File: src/rtl/alu_result_sink.sv
// Consumer of the ALU 64-bit result port: captures results, maintains HI/LO,
// and serialises each result onto the 32-bit datapath bus as one or two beats.
module alu_result_sink #(
    parameter int unsigned CNT_W = 8
) (
    input  logic             clock,
    input  logic             clear,
    input  logic [63:0]      c_in,
    input  logic [4:0]       opcode,
    input  logic             c_valid,
    output logic             c_ready,
    output logic [31:0]      bus_data,
    output logic             bus_valid,
    output logic             bus_hi,
    input  logic             bus_ready,
    output logic [31:0]      hi_reg,
    output logic [31:0]      lo_reg,
    output logic             ext_err,
    output logic [CNT_W-1:0] result_count
);

    localparam logic [4:0] OP_ADD = 5'b00011;
    localparam logic [4:0] OP_SUB = 5'b00100;
    localparam logic [4:0] OP_MUL = 5'b10000;
    localparam logic [4:0] OP_DIV = 5'b01111;
    localparam logic [4:0] OP_NOP = 5'b11010;

    typedef enum logic [1:0] {
        S_IDLE    = 2'b00,
        S_LO_BEAT = 2'b01,
        S_HI_BEAT = 2'b10
    } state_t;

    function automatic logic is_multi(input logic [4:0] op);
        return (op == OP_MUL) || (op == OP_DIV);
    endfunction

    function automatic logic is_addsub(input logic [4:0] op);
        return (op == OP_ADD) || (op == OP_SUB);
    endfunction

    // An add/sub result is consistent only if the upper word replicates bit 31.
    function automatic logic sext_bad(input logic [63:0] c);
        return c[63:32] != {32{c[31]}};
    endfunction

    state_t           state_r;
    logic             idle_r;
    logic [31:0]      zhi_r;
    logic             multi_r;
    logic [31:0]      bus_data_r;
    logic             bus_valid_r;
    logic             bus_hi_r;
    logic [31:0]      hi_r;
    logic [31:0]      lo_r;
    logic             ext_err_r;
    logic [CNT_W-1:0] count_r;
    logic             accept_s;

    // Ready is gated by the reset input so it drops the moment clear falls.
    always_comb begin
        c_ready  = idle_r & clear;
        accept_s = c_valid & c_ready;
    end

    // Result capture, HI/LO update and beat sequencing.
    always_ff @(posedge clock or negedge clear) begin
        if (!clear) begin
            state_r     <= S_IDLE;
            idle_r      <= 1'b1;
            zhi_r       <= 32'h0000_0000;
            multi_r     <= 1'b0;
            bus_data_r  <= 32'h0000_0000;
            bus_valid_r <= 1'b0;
            bus_hi_r    <= 1'b0;
            hi_r        <= 32'h0000_0000;
            lo_r        <= 32'h0000_0000;
            ext_err_r   <= 1'b0;
            count_r     <= {CNT_W{1'b0}};
        end else begin
            case (state_r)
                S_IDLE: begin
                    if (accept_s) begin
                        count_r <= count_r + CNT_W'(1);
                        // A nop is only counted; it never occupies the bus.
                        if (opcode != OP_NOP) begin
                            zhi_r       <= c_in[63:32];
                            multi_r     <= is_multi(opcode);
                            bus_data_r  <= c_in[31:0];
                            bus_valid_r <= 1'b1;
                            bus_hi_r    <= 1'b0;
                            idle_r      <= 1'b0;
                            state_r     <= S_LO_BEAT;
                            if (is_multi(opcode)) begin
                                hi_r <= c_in[63:32];
                                lo_r <= c_in[31:0];
                            end
                            if (is_addsub(opcode) && sext_bad(c_in)) begin
                                ext_err_r <= 1'b1;
                            end
                        end
                    end
                end
                S_LO_BEAT: begin
                    if (bus_ready) begin
                        if (multi_r) begin
                            bus_data_r <= zhi_r;
                            bus_hi_r   <= 1'b1;
                            state_r    <= S_HI_BEAT;
                        end else begin
                            bus_data_r  <= 32'h0000_0000;
                            bus_valid_r <= 1'b0;
                            bus_hi_r    <= 1'b0;
                            idle_r      <= 1'b1;
                            state_r     <= S_IDLE;
                        end
                    end
                end
                S_HI_BEAT: begin
                    if (bus_ready) begin
                        bus_data_r  <= 32'h0000_0000;
                        bus_valid_r <= 1'b0;
                        bus_hi_r    <= 1'b0;
                        idle_r      <= 1'b1;
                        state_r     <= S_IDLE;
                    end
                end
                default: begin
                    bus_data_r  <= 32'h0000_0000;
                    bus_valid_r <= 1'b0;
                    bus_hi_r    <= 1'b0;
                    idle_r      <= 1'b1;
                    state_r     <= S_IDLE;
                end
            endcase
        end
    end

    assign bus_data     = bus_data_r;
    assign bus_valid    = bus_valid_r;
    assign bus_hi       = bus_hi_r;
    assign hi_reg       = hi_r;
    assign lo_reg       = lo_r;
    assign ext_err      = ext_err_r;
    assign result_count = count_r;

endmodule

File: config.mk
export PLATFORM = sky130hd
export DESIGN_NAME = alu_result_sink
export DESIGN_NICKNAME = d
export VERILOG_FILES = /design/src/rtl/alu_result_sink.sv
export SDC_FILE = /design/constraint.sdc
export NUM_CORES = 1
export LEC_CHECK = 0
export ABC_AREA = 0
export BUFFER_PORTS_ARGS = -buffer_cell sky130_fd_sc_hd__buf_2
export CORE_ASPECT_RATIO = 1.25
export CORE_MARGIN = 1.5
export CORE_UTILIZATION = 47
export DETAILED_ROUTE_END_ITERATION = 16
export PLACE_DENSITY = 0.82
export SLEW_MARGIN = 10
export SYNTH_ARGS = -nofsm -noshare
export SYNTH_HDL_FRONTEND = slang
export SYNTH_SLANG_ARGS = --single-unit
File: constraint.sdc
create_clock -name clock -period 1.97 [get_ports clock]
set_input_delay 0.2955 -clock clock [delete_from_list [all_inputs] [get_ports clock]]
set_output_delay 0.2955 -clock clock [all_outputs]
set_load 0.005 [all_outputs]
---- After elaboration in Yosys (flattened, before gate mapping) ----
Cells that the tools add are included.
storage, ports and cells
  output and inout port bits .............. 108
  latch bits .............................. 0
  register bits after elaboration ......... 143
  logic and storage cells ................. 64
  bits in writable memories ............... 0
  ROM bits ................................ 0
  input bits .............................. 73
  memories ................................ 0
operators by class
  muxes and demuxes ....................... 27
  $add $sub $neg .......................... 1
  equal/unequal tests ..................... 13
  shift-type cells ........................ 0
  bitwise gates (word level) .............. 2
  div/mod/pow operators ................... 0
  multiply operators ...................... 0
  reduce and logical (&&, ||, !) cells .... 10
  magnitude comparators ................... 0
operators with widths
  cell                                                             number
  32-bit two-way mux                                               5
  32-bit case mux with 3 select lines                              1
  32-bit != test                                                   1
  1-bit two-way mux                                                12
  4-bit AND reduction                                              3
  2-bit two-way mux                                                5
  2-bit != test, second input constant                             5
  1-bit case mux with 3 select lines                               3
  8-bit by 1-bit adder with 8-bit output, second input constant    1
  2-bit case mux with 3 select lines                               1
  5-bit by 2-bit == test with 1-bit output, second input constant  1
  5-bit by 3-bit == test with 1-bit output, second input constant  1
  5-bit by 4-bit == test with 1-bit output, second input constant  1
  5-bit == test, second input constant                             1
  5-bit != test, second input constant                             1
  5-bit AND reduction                                              1
  3-bit AND reduction                                              1
  1-bit bitwise AND                                                2
  2-bit by 1-bit == test with 1-bit output, second input constant  1
  2-bit == test, second input constant                             1
  2-bit zero test                                                  1
  1-bit logical OR                                                 2
  2-bit AND reduction                                              1
  1-bit logical AND                                                1

---- Logic depth before layout (Yosys ltp) ----
Gate-level depths: netlist of the first run.
  depth in word-level cells ............... 4
  gate-level depth with buffers ........... 7
  depth with buffers taken out ............ 5

---- Worst setup path before layout of the first run ----
OpenSTA, ideal clock, no wires.
  kind .................................... register to register
  start point ............................. register idle_r
  end point ............................... register hi_r[0], in the netlist hi_reg[0]
  slack ................................... 0.227 ns
  setup time .............................. 0.125 ns
  data required time ...................... 1.845 ns
  cell stages (with the launch flop) ...... 8
  arrival time ............................ 1.618 ns
  path through ............................ dfstp_2 -> and2_1 -> and3_2 -> buf_6 -> nand2_2 -> buf_6 -> buf_6 -> mux2_4
on the way
  word-level cells in the longest chain between the ends .. 3
ends and longest elaborated chain
  what                           line  source
  start, declared                48    logic idle_r;
  start signal, assigned         70    idle_r <= 1'b1;
  start signal, assigned         92    idle_r <= 1'b0;
  start signal, assigned         114   idle_r <= 1'b1;
  1-bit bitwise AND              62    c_ready = idle_r & clear;
  via c_ready                    11    output logic c_ready,
  1-bit bitwise AND              63    accept_s = c_valid & c_ready;
  4-bit AND reduction (no line)  n/a
  end signal, assigned           95    hi_r <= c_in[63:32];
  end, declared                  54    logic [31:0] hi_r;
The timed path passes the listed nets, and every way through them passes these cells.
A chain may end at the register's enable or synchronous reset.

---- Worst setup path in the final report of the first run ----
  start point ............................. register idle_r
  end point ............................... register zhi_r[13]
on the way
  word-level cells in the longest chain between the ends .. 3
ends and longest elaborated chain
  what                           line  source
  1-bit bitwise AND              62
  1-bit bitwise AND              63
  3-bit AND reduction (no line)  n/a
  end signal, assigned           87    zhi_r <= c_in[63:32];
  end, declared                  49    logic [31:0] zhi_r;
Every way passes these cells.

==> results of run 1 <==
cell usage in the layout (no fill, tap or decap), types with 6 or more instances in the layout:
cell type	count
clkbuf_16	17
mux2_4	49
o21ai_1	9
nand2_1	42
nand3_1	7
dfrtp_1	142
a22oi_1	31
buf_2	179
buf_12	6
o21ai_0	24
nor3_1	9
mux2_2	48
nor2_1	10
nand4_1	7
layout make-up:
type | instances | area (um^2) | area share (%)
Inverter | 1 | 3.75 | 0.0482
Clock inverter | 10 | 160 | 2.06
Multi-Input combinational cell | 272 | 2310 | 29.6
Timing Repair Buffer | 190 | 1060 | 13.6
Sequential cell | 143 | 3580 | 46.0
Tap cell | 168 | 210 | 2.70
Clock buffer | 21 | 470 | 6.04
power breakdown:
part | leakage [nW] | switching, mW | internal, mW
Sequential | 1.84 | 0.646 | 4.02
Combinational | 1.96 | 1.22 | 1.55
Clock | 0.297 | 1.20 | 2.21
synthesized netlist by cell type (all sizes together):
| master | n |
|---|---|
| or4 | 1 |
| o21a | 1 |
| and2 | 1 |
| ha | 1 |
| nand4 | 8 |
| a32oi | 1 |
| nor3 | 9 |
| and3 | 2 |
| dfstp | 1 |
| nand3 | 7 |
| nand2b | 1 |
| a22oi | 31 |
| inv | 1 |
| nand2 | 44 |
| o21ai | 33 |
| xor2 | 2 |
| and4 | 1 |
| a21oi | 2 |
| nor4 | 4 |
| mux2 | 97 |
| o32ai | 2 |
| clkbuf | 8 |
| nor2 | 12 |
| a31oi | 4 |
| a31o | 1 |
| buf | 17 |
| xnor2 | 5 |
| dfrtp | 142 |
| a22o | 2 |
critical path, delay by kind of cell (launching register included):
family | cells | cell delay, ps
AND/OR/NAND/NOR | 3 | 790
flip-flops | 1 | 520
multiplexers | 1 | 390
worst max path at each step:
stage	endpoint	slack, ps	startpoint	depth (start not counted)
floorplan	hi_reg[0]	230	idle_r	7
global placement	hi_reg[1]	40	opcode[0]	7
detailed placement	lo_reg[27]	-30	opcode[0]	7
CTS	zhi_r[26]	130	idle_r	4
global route	zhi_r[26]	50	idle_r	4
finish	zhi_r[13]	140	idle_r	4
per-layer routing:
| metal | wire length, um | up-vias |
|---|---|---|
| li1 | - | 1971 |
| met2 | 8000 | 168 |
| met4 | 421 | 0 |
| met5 | 0 | - |
| met1 | 6090 | 2226 |
| met3 | 698 | 33 |
logic make-up (layout without fill, tap and decap cells):
group                    Yosys count  after routing  share of synthesized area (%)
buffers and inverters             26            222                           2.70
flip-flops                       143            143                           59.5
adder cells (fa/ha/maj)            1              1                          0.208
AO/OA/AOI/OAI                     77             77                           8.31
AND/OR/NAND/NOR                   90             90                           7.09
multiplexers                      97             97                           21.2
XOR/XNOR                           7              7                           1.02
==> impl_metrics.ini, run 1 <==
[cts]
cts_setup_buffers = 0
clk_transition_reported_paths_ps = 60
ctsLongestPathBuffers = 2
worst_skew_pair.late_latency_ps = 420
cts_buffers = 17
htree_levels = 4
postCtsHoldBufs = 0
post_cts_resize_count = 0
tritoncts = built
root_buffer = clkbuf_16
clock_sinks = 143

[setup_path]
r2r_end = zhi_r[13]
crit_type = reg -> reg
critPathLaunchType = flip-flop
worst-r2r-cell-count = 4
crit_fanout = 36
cp_cell_sequence = and2_1 > and3_2 > nand2_4 > mux2_2
critPathCaptureType = flip-flop
cp_data_required_time_ps = 2260
delay_of_the_slowest_cell_on_the_worst_path_ps = 520
regToRegStartpoint = idle_r
r2r_setup_slack_ps = 140
crit_slowest_cell = dfstp_2
arrival_ps = 2130

[yosys]
ffs_latches_synth = 143
yosysUniqueCellTypes = 38
syn-instance-count = 441
synth_fp_nets = 515
synth.avg_cell_area_um2 = 13.6
syn_area_mm2 = 0.00602
synth_area_leader_cell = dfrtp_1
synth_largest_type_area_fraction_pct = 59.0
ys_seq_area_share_pct = 59.5
warnings_synthesis = 0
synth.top_cells.by_area = dfrtp_1 (59%), mux2_4 (12%), mux2_2 (9.0%), a22oi_1 (3.9%), nand2_1 (2.6%)

[grt]
antenna_violations_before_repair = 0
use_met3_pct = 5.78
grt_overflow = 0
use_met1_pct = 26.9
grt_start_max_net_pins = 144
grtUsageMet2_pct = 40.4
groute.usage.overall_pct = 23.2
wire_length_of_the_first_global_routing_pass_mm = 23.9
grt_busiest_layer = met2
first_global_vias = 4614

[finish]
post-route-util_pct = 61.8
n_antenna_cell = 0
filler_cell_count = 956
final_layout_size_suffix_gt1_share_pct = 51.2
layoutNonFillerInstCount = 805
area.growth.synth_to_final_pct = 29.4
final_cell_area_mm2 = 0.00779
num-nets-final = 699

[floorplanning]
top_level_i_o_count = 181
design.die.area_mm2 = 0.0135
initial_utilization_pct = 47.8
fp-row-count = 46
chipHeight_um = 130
core_area_mm2 = 0.0126
overall_die_width_um = 104

[sta]
totalNegativeSetupSlack_ps = 0
hold_slack_ps = 4.28
finalHoldViolCount = 0
achievable-frequency_mhz = 545
worst_pin_slew_ps = 744
finalMaxSlewViolations = 0
timing.final.crit_period_ps = 1830
report.final.setup_viol = 0
setup_repair_after_global_routing_missed_its_margin = false
slew-limit-headroom_pct = 50.4
post-route-period-util_pct = 93.1
postLayoutSetupSlackWorst_ps = 137
worst_clock_skew_ps = 8.90

[power_and_ir_drop]
pwr_density_cell_mw_per_mm2 = 1390
finalPower_mw = 10.8
ir_worst_vdd_mv = 0.737
p_leak_nw = 4.09

[routing]
postRouteAntennaNets = 0
drt_drc_violations_left = 0
detail_route.wl_per_cell_um = 18.9
viasPerCell = 5.46
drt_wl_total_mm = 15.2
drt_first_pass_iters = 5
drtIter0Drc = 170
detailroute.via_count = 4398

[min_path]
min_path_type = in -> async

[job]
max_cap_violations = 0

[placed_design]
placed_cells = 774
gp_routability_congestion = 0.808
number_of_port_buffers = 180
post_place_cell_area_mm2 = 0.00716
half_perimeter_wire_length_after_placement_mm = 10.6
dpl_worst_slack_ps = -30.9

[outcome]
outcome = completed
Note: power is estimated with default switching activity, not from simulation.
==> run 2, diff against run 1 <==
==> constraint.sdc (replaced) <==
create_clock -name clock -period 1.97 [get_ports clock]
set_input_delay 0.4925 -clock clock [delete_from_list [all_inputs] [get_ports clock]]
set_output_delay 0.4925 -clock clock [all_outputs]
set_load 0.005 [all_outputs]
==> run 2 against run 1 <==
- power down 0.27%
- critical path depth up 2
- combinational power up 4%
- clock skew down 1.8 ps
- cell area up 2.0%
- critical path type unchanged
==> impl_metrics.ini, run 2 (synthesis results as in run 1) <==
[sta]
worst_clock_skew_ps = 7.06
totalNegativeSetupSlack_ps = 0
slew-limit-headroom_pct = 50.3
finalMaxSlewViolations = 0
worst_pin_slew_ps = 746
report.final.setup_viol = 0
setup_repair_after_global_routing_missed_its_margin = false
hold_slack_ps = 193
achievable-frequency_mhz = 546
timing.final.crit_period_ps = 1830
finalHoldViolCount = 0
postLayoutSetupSlackWorst_ps = 138
post-route-period-util_pct = 93.0

[finish]
num-nets-final = 715
area.growth.synth_to_final_pct = 31.9
final_layout_size_suffix_gt1_share_pct = 52.4
layout.cells.most_common_list = buf_2 (179), dfrtp_1 (142), mux2_4 (49), mux2_2 (48), nand2_1 (42)
filler_cell_count = 947
n_antenna_cell = 0
layout_commonest_cell = buf_2

[setup_path]
delay_of_the_slowest_cell_on_the_worst_path_ps = 520
crit_slowest_cell = dfstp_2
worst-path-buf-inv = 1
cp_cell_sequence = and2_1 > and3_2 > buf_4 > and4_1 > nand3_1 > xnor2_1
cp_data_required_time_ps = 2250
arrival_ps = 2110
critPathLaunchType = flip-flop
critPathCaptureType = flip-flop
crit_fanout = 7
crit_type = reg -> reg
critical_path.top_delay_family = simple AND/OR/NAND/NOR gates

[floorplanning]
initial_utilization_pct = 47.8
core_area_mm2 = 0.0126
chipHeight_um = 130
top_level_i_o_count = 181
overall_die_width_um = 104
design.die.area_mm2 = 0.0135
fp-row-count = 46

[power_and_ir_drop]
cellInternalPower_mw = 7.67
ir_worst_vdd_mv = 0.620
p_leak_nw = 4.18
total_switching_power_mw = 3.14
share_comb_of_total_power_pct = 26.5
power.clock.fraction_pct = 30.2
p_seq_share_pct = 43.3
pwr_density_cell_mw_per_mm2 = 1360
p_sw_share_pct = 29.0

[placed_design]
gp_routability_congestion = 0.787
half_perimeter_wire_length_after_placement_mm = 10.9
dpl_worst_slack_ps = -167
number_of_port_buffers = 180

[cts]
tritoncts = built
cts_setup_buffers = 0
worst_skew_pair.late_latency_ps = 410
cts_buffers = 17
clk_transition_reported_paths_ps = 60
root_buffer = clkbuf_16
postCtsHoldBufs = 0
clock_sinks = 143
post_cts_resize_count = 0
ctsLongestPathBuffers = 2
htree_levels = 4

[grt]
grt_overflow = 0
first_global_vias = 4714
wire_length_of_the_first_global_routing_pass_mm = 24.7
grt_start_max_net_pins = 144
antenna_violations_before_repair = 0
groute.usage.overall_pct = 23.7

[outcome]
outcome = completed

[min_path]
min_path_type = in -> async

[routing]
detailroute.via_count = 4391
drt_first_pass_iters = 5
detail_route.wl_per_cell_um = 18.8
drt_wl_total_mm = 15.4
viasPerCell = 5.35
drt_drc_violations_left = 0
drtIter0Drc = 196
postRouteAntennaNets = 0

[job]
max_cap_violations = 0
run 2: cell count changes in the layout (fill, tap and decap cells not counted):
cell	previous run	this run
clkinv_2	2	1
buf_4	4	15
inv_6	0	3
buf_12	6	11
bufinv_16	4	3
clkbuf_8	3	1
clkinvlp_4	4	5
run 2: area by class of cell:
cell class	count	area (um^2)	share of cell area, %
timing repair buffer	206	1240	15.6
clock inverter	12	159	2.00
inverter	1	3.75	0.0473
tap	168	210	2.65
sequential	143	3580	45.1
multi-input combinational	272	2310	29.0
clock buffer	19	443	5.58
run 2: routing by layer:
| metal | share of wire, % | vias to the layer above | track usage [%] | routed length (um) |
|---|---|---|---|---|
| li1 | - | 1999 | - | - |
| met1 | 38 | 2185 | 27.7 | 5930 |
| met2 | 54 | 178 | 42.3 | 8300 |
| met3 | 5.2 | 29 | 5.03 | 804 |
| met4 | 2.5 | 0 | 10.1 | 383 |
| met5 | 0 | - | 0 | 0 |
run 2: path summary, 6_finish.rpt:
| check | startpoint | endpoint | slack [ps] | depth (start not counted) |
|---|---|---|---|---|
| min in group clock | c_in[21] | lo_reg[21] | 330 | 2 |
| hold / removal | clear | bus_data[2] | 190 | 2 |
| hold reg to reg | bus_data[23] | bus_data[23] | 480 | 2 |
| setup / recovery | idle_r | result_count[5] | 140 | 6 |
| setup reg to reg | idle_r | result_count[5] | 140 | 6 |
| max in group asynchronous | clear | lo_reg[11] | 1230 | 2 |
run 2: stage by stage:
step | cell area (um^2) | instances | util (%) | power (mW)
4_1_cts | 7940 | 821 | 63.0 | 10.9
3_5_place_dp | 7340 | 790 | 58.2 | 7.57
6_report | 7940 | 821 | 63.0 | 10.8
3_3_place_gp | 7340 | 790 | 58.2 | 7.36
5_1_grt | 7940 | 821 | 63.0 | 11.4
2_1_floorplan | 6020 | 441 | - | 6.07
run 2: power by group through the flow:
stage               Sequential, mW  Combinational, mW  Clock, mW
finish                        4.68               2.87       3.27
global route                  4.79               3.16       3.45
CTS                           4.67               2.90       3.31
detailed placement            4.69               2.88          0
global placement              4.61               2.75          0
floorplan                     4.62               1.45          0
==> run 3, diff against run 2 <==
CELL_PAD_IN_SITES_DETAIL_PLACEMENT = 1   (was not set)
CELL_PAD_IN_SITES_GLOBAL_PLACEMENT = 2   (was not set)
CORE_UTILIZATION = 34   (was 47)
CTS_CLUSTER_DIAMETER = 120   (was not set)
PLACE_DENSITY = 0.88   (was 0.82)
TNS_END_PERCENT = 1   (was not set)
==> run 3 against run 2 <==
- final cell count increased by 6.7%
- maximum frequency decreased by 1.5%
- largest cell class unchanged
- via count decreased by 0.52%
- non-clock buffer count decreased by 3
- die area rose by 37%
- worst hold slack lost 5.3 ps
- sequential cell count unchanged
- first-iteration DRC count decreased by 17%
- global-route usage is 4.3 points lower
- critical path depth did not move
- sequential share of layout area grew 0.071 points
- count of clock-buffer cells in the layout is 2 higher
==> impl_metrics.ini, run 3 (synthesis results as in run 1) <==
[floorplanning]
initial_utilization_pct = 34.7
overall_die_width_um = 122
chipHeight_um = 152
top_level_i_o_count = 181
core_area_mm2 = 0.0174
design.die.area_mm2 = 0.0185
fp-row-count = 54

[placed_design]
placed_cells = 843
half_perimeter_wire_length_after_placement_mm = 12.4
number_of_port_buffers = 180
gp_routability_congestion = 0.836
dpl_worst_slack_ps = -103

[routing]
drtIter0Drc = 163
drt_drc_violations_left = 0
drt_first_pass_iters = 4
postRouteAntennaNets = 0
detailroute.via_count = 4368
detail_route.wl_per_cell_um = 19.7
drt_wl_total_mm = 17.3
viasPerCell = 4.99

[sta]
slew-limit-headroom_pct = 48.7
achievable-frequency_mhz = 538
worst_pin_slew_ps = 769
timing.final.crit_period_ps = 1860
setup_repair_after_global_routing_missed_its_margin = false
post-route-period-util_pct = 94.4
report.final.setup_viol = 0
finalHoldViolCount = 0
postLayoutSetupSlackWorst_ps = 110
worst_clock_skew_ps = 8.41
finalMaxSlewViolations = 0

[min_path]
min_path_type = in -> async

[grt]
grt_overflow = 0
groute.usage.overall_pct = 19.3
wire_length_of_the_first_global_routing_pass_mm = 26.8
first_global_vias = 4801
grt_start_max_net_pins = 144
antenna_violations_before_repair = 1

[setup_path]
arrival_ps = 2170
critPathCaptureType = flip-flop
critical_path.top_delay_family = simple AND/OR/NAND/NOR gates
crit_fanout = 7
delay_of_the_slowest_cell_on_the_worst_path_ps = 520
cp_data_required_time_ps = 2280
crit_type = reg -> reg
crit_slowest_cell = dfstp_2
critPathLaunchType = flip-flop
cp_cell_sequence = and2_1 > and3_2 > buf_4 > and4_1 > nand3_1 > xnor2_1
worst-path-buf-inv = 1

[cts]
post_cts_resize_count = 0
tritoncts = built
postCtsHoldBufs = 0
cts_buffers = 17
htree_levels = 4
root_buffer = clkbuf_16
cts_setup_buffers = 0
clock_sinks = 143
worst_skew_pair.late_latency_ps = 420
clk_transition_reported_paths_ps = 60
ctsLongestPathBuffers = 2

[outcome]
outcome = completed

[finish]
layoutNonFillerInstCount = 876
seqCellArea_mm2 = 0.00358
layout_commonest_cell = buf_2
num-nets-final = 712
filler_cell_count = 1862
area.growth.synth_to_final_pct = 31.7
final_layout_size_suffix_gt1_share_pct = 52.1
area_of_the_multi_input_gates_mm2 = 0.00231
layout.cells.most_common_list = buf_2 (179), dfrtp_1 (142), mux2_4 (49), mux2_2 (48), nand2_1 (42)

[power_and_ir_drop]
ir_worst_vdd_mv = 0.604
pwr_density_cell_mw_per_mm2 = 1340
p_leak_nw = 4.14

[job]
max_cap_violations = 0
-- run 3: cell types whose count changed in the layout (fill, tap and decap cells not counted) --
cell	previous run	this run
clkinv_4	0	1
clkinvlp_4	5	3
diode_2	0	1
clkbuf_8	1	2
clkbuf_1	1	2
buf_4	15	13
clkinv_2	1	6
inv_6	3	0
buf_12	11	10
bufinv_16	3	1
-- run 3: cell type report --
type / count / share of cell area (%)
inverters: 1 / 0.0473
flip-flops and latches: 143 / 45.1
diodes: 1 / 0.0316
clock inverters: 11 / 1.15
well taps: 224 / 3.53
repair buffers: 203 / 15.2
multi-input cells: 272 / 29.1
clock buffers: 21 / 5.81
-- run 3: worst reg2reg max path, stage by stage, from the launching register on --
cell and delay [ps]:
dfstp_2 520, and2_1 160, and3_2 330, buf_4 200
and4_1 260, nand3_1 120, xnor2_1 140
-- run 3: metrics by stage --
stage | total power [mW] | hold WS, ps | setup TNS (ps) | util (%) | area (um^2)
floorplan | 6.07 | 197 | 0 | - | 6020
global placement | 7.41 | 458 | -1600 | 42.5 | 7370
detailed placement | 7.64 | 462 | -3770 | 42.5 | 7370
CTS | 10.7 | 248 | 0 | 45.6 | 7930
global route | 11.2 | 246 | 0 | 45.6 | 7930
finish | 10.6 | 188 | 0 | 45.7 | 7930
-- run 3: worst paths after layout --
check | start | endpoint | slack, ps | depth (start not counted)
max reg2reg | idle_r | result_count[7] | 110 | 6
min reg2reg | result_count[7] | result_count[7] | 470 | 1
min in group clock | c_in[22] | lo_reg[22] | 330 | 2
max in group asynchronous | clear | bus_data[15] | 1210 | 2
min | clear | bus_data[3] | 190 | 2
max | idle_r | result_count[7] | 110 | 6
-- run 3: layer usage --
layer	global-route usage [%]	vias up	part of all wire [%]	routed length, um
li1	-	1985	-	-
met1	22.7	2239	40	6850
met2	34.0	121	54	9310
met3	4.72	23	4.3	749
met4	7.35	0	2.0	345
met5	0	-	0	0
-- run 3: report_power, final --
group	leakage [nW]	internal, mW	switching [mW]	total (mW)
Sequential	1.84	4.02	0.657	4.67
Clock	0.268	1.79	1.23	3.02
Combinational	2.04	1.60	1.29	2.90
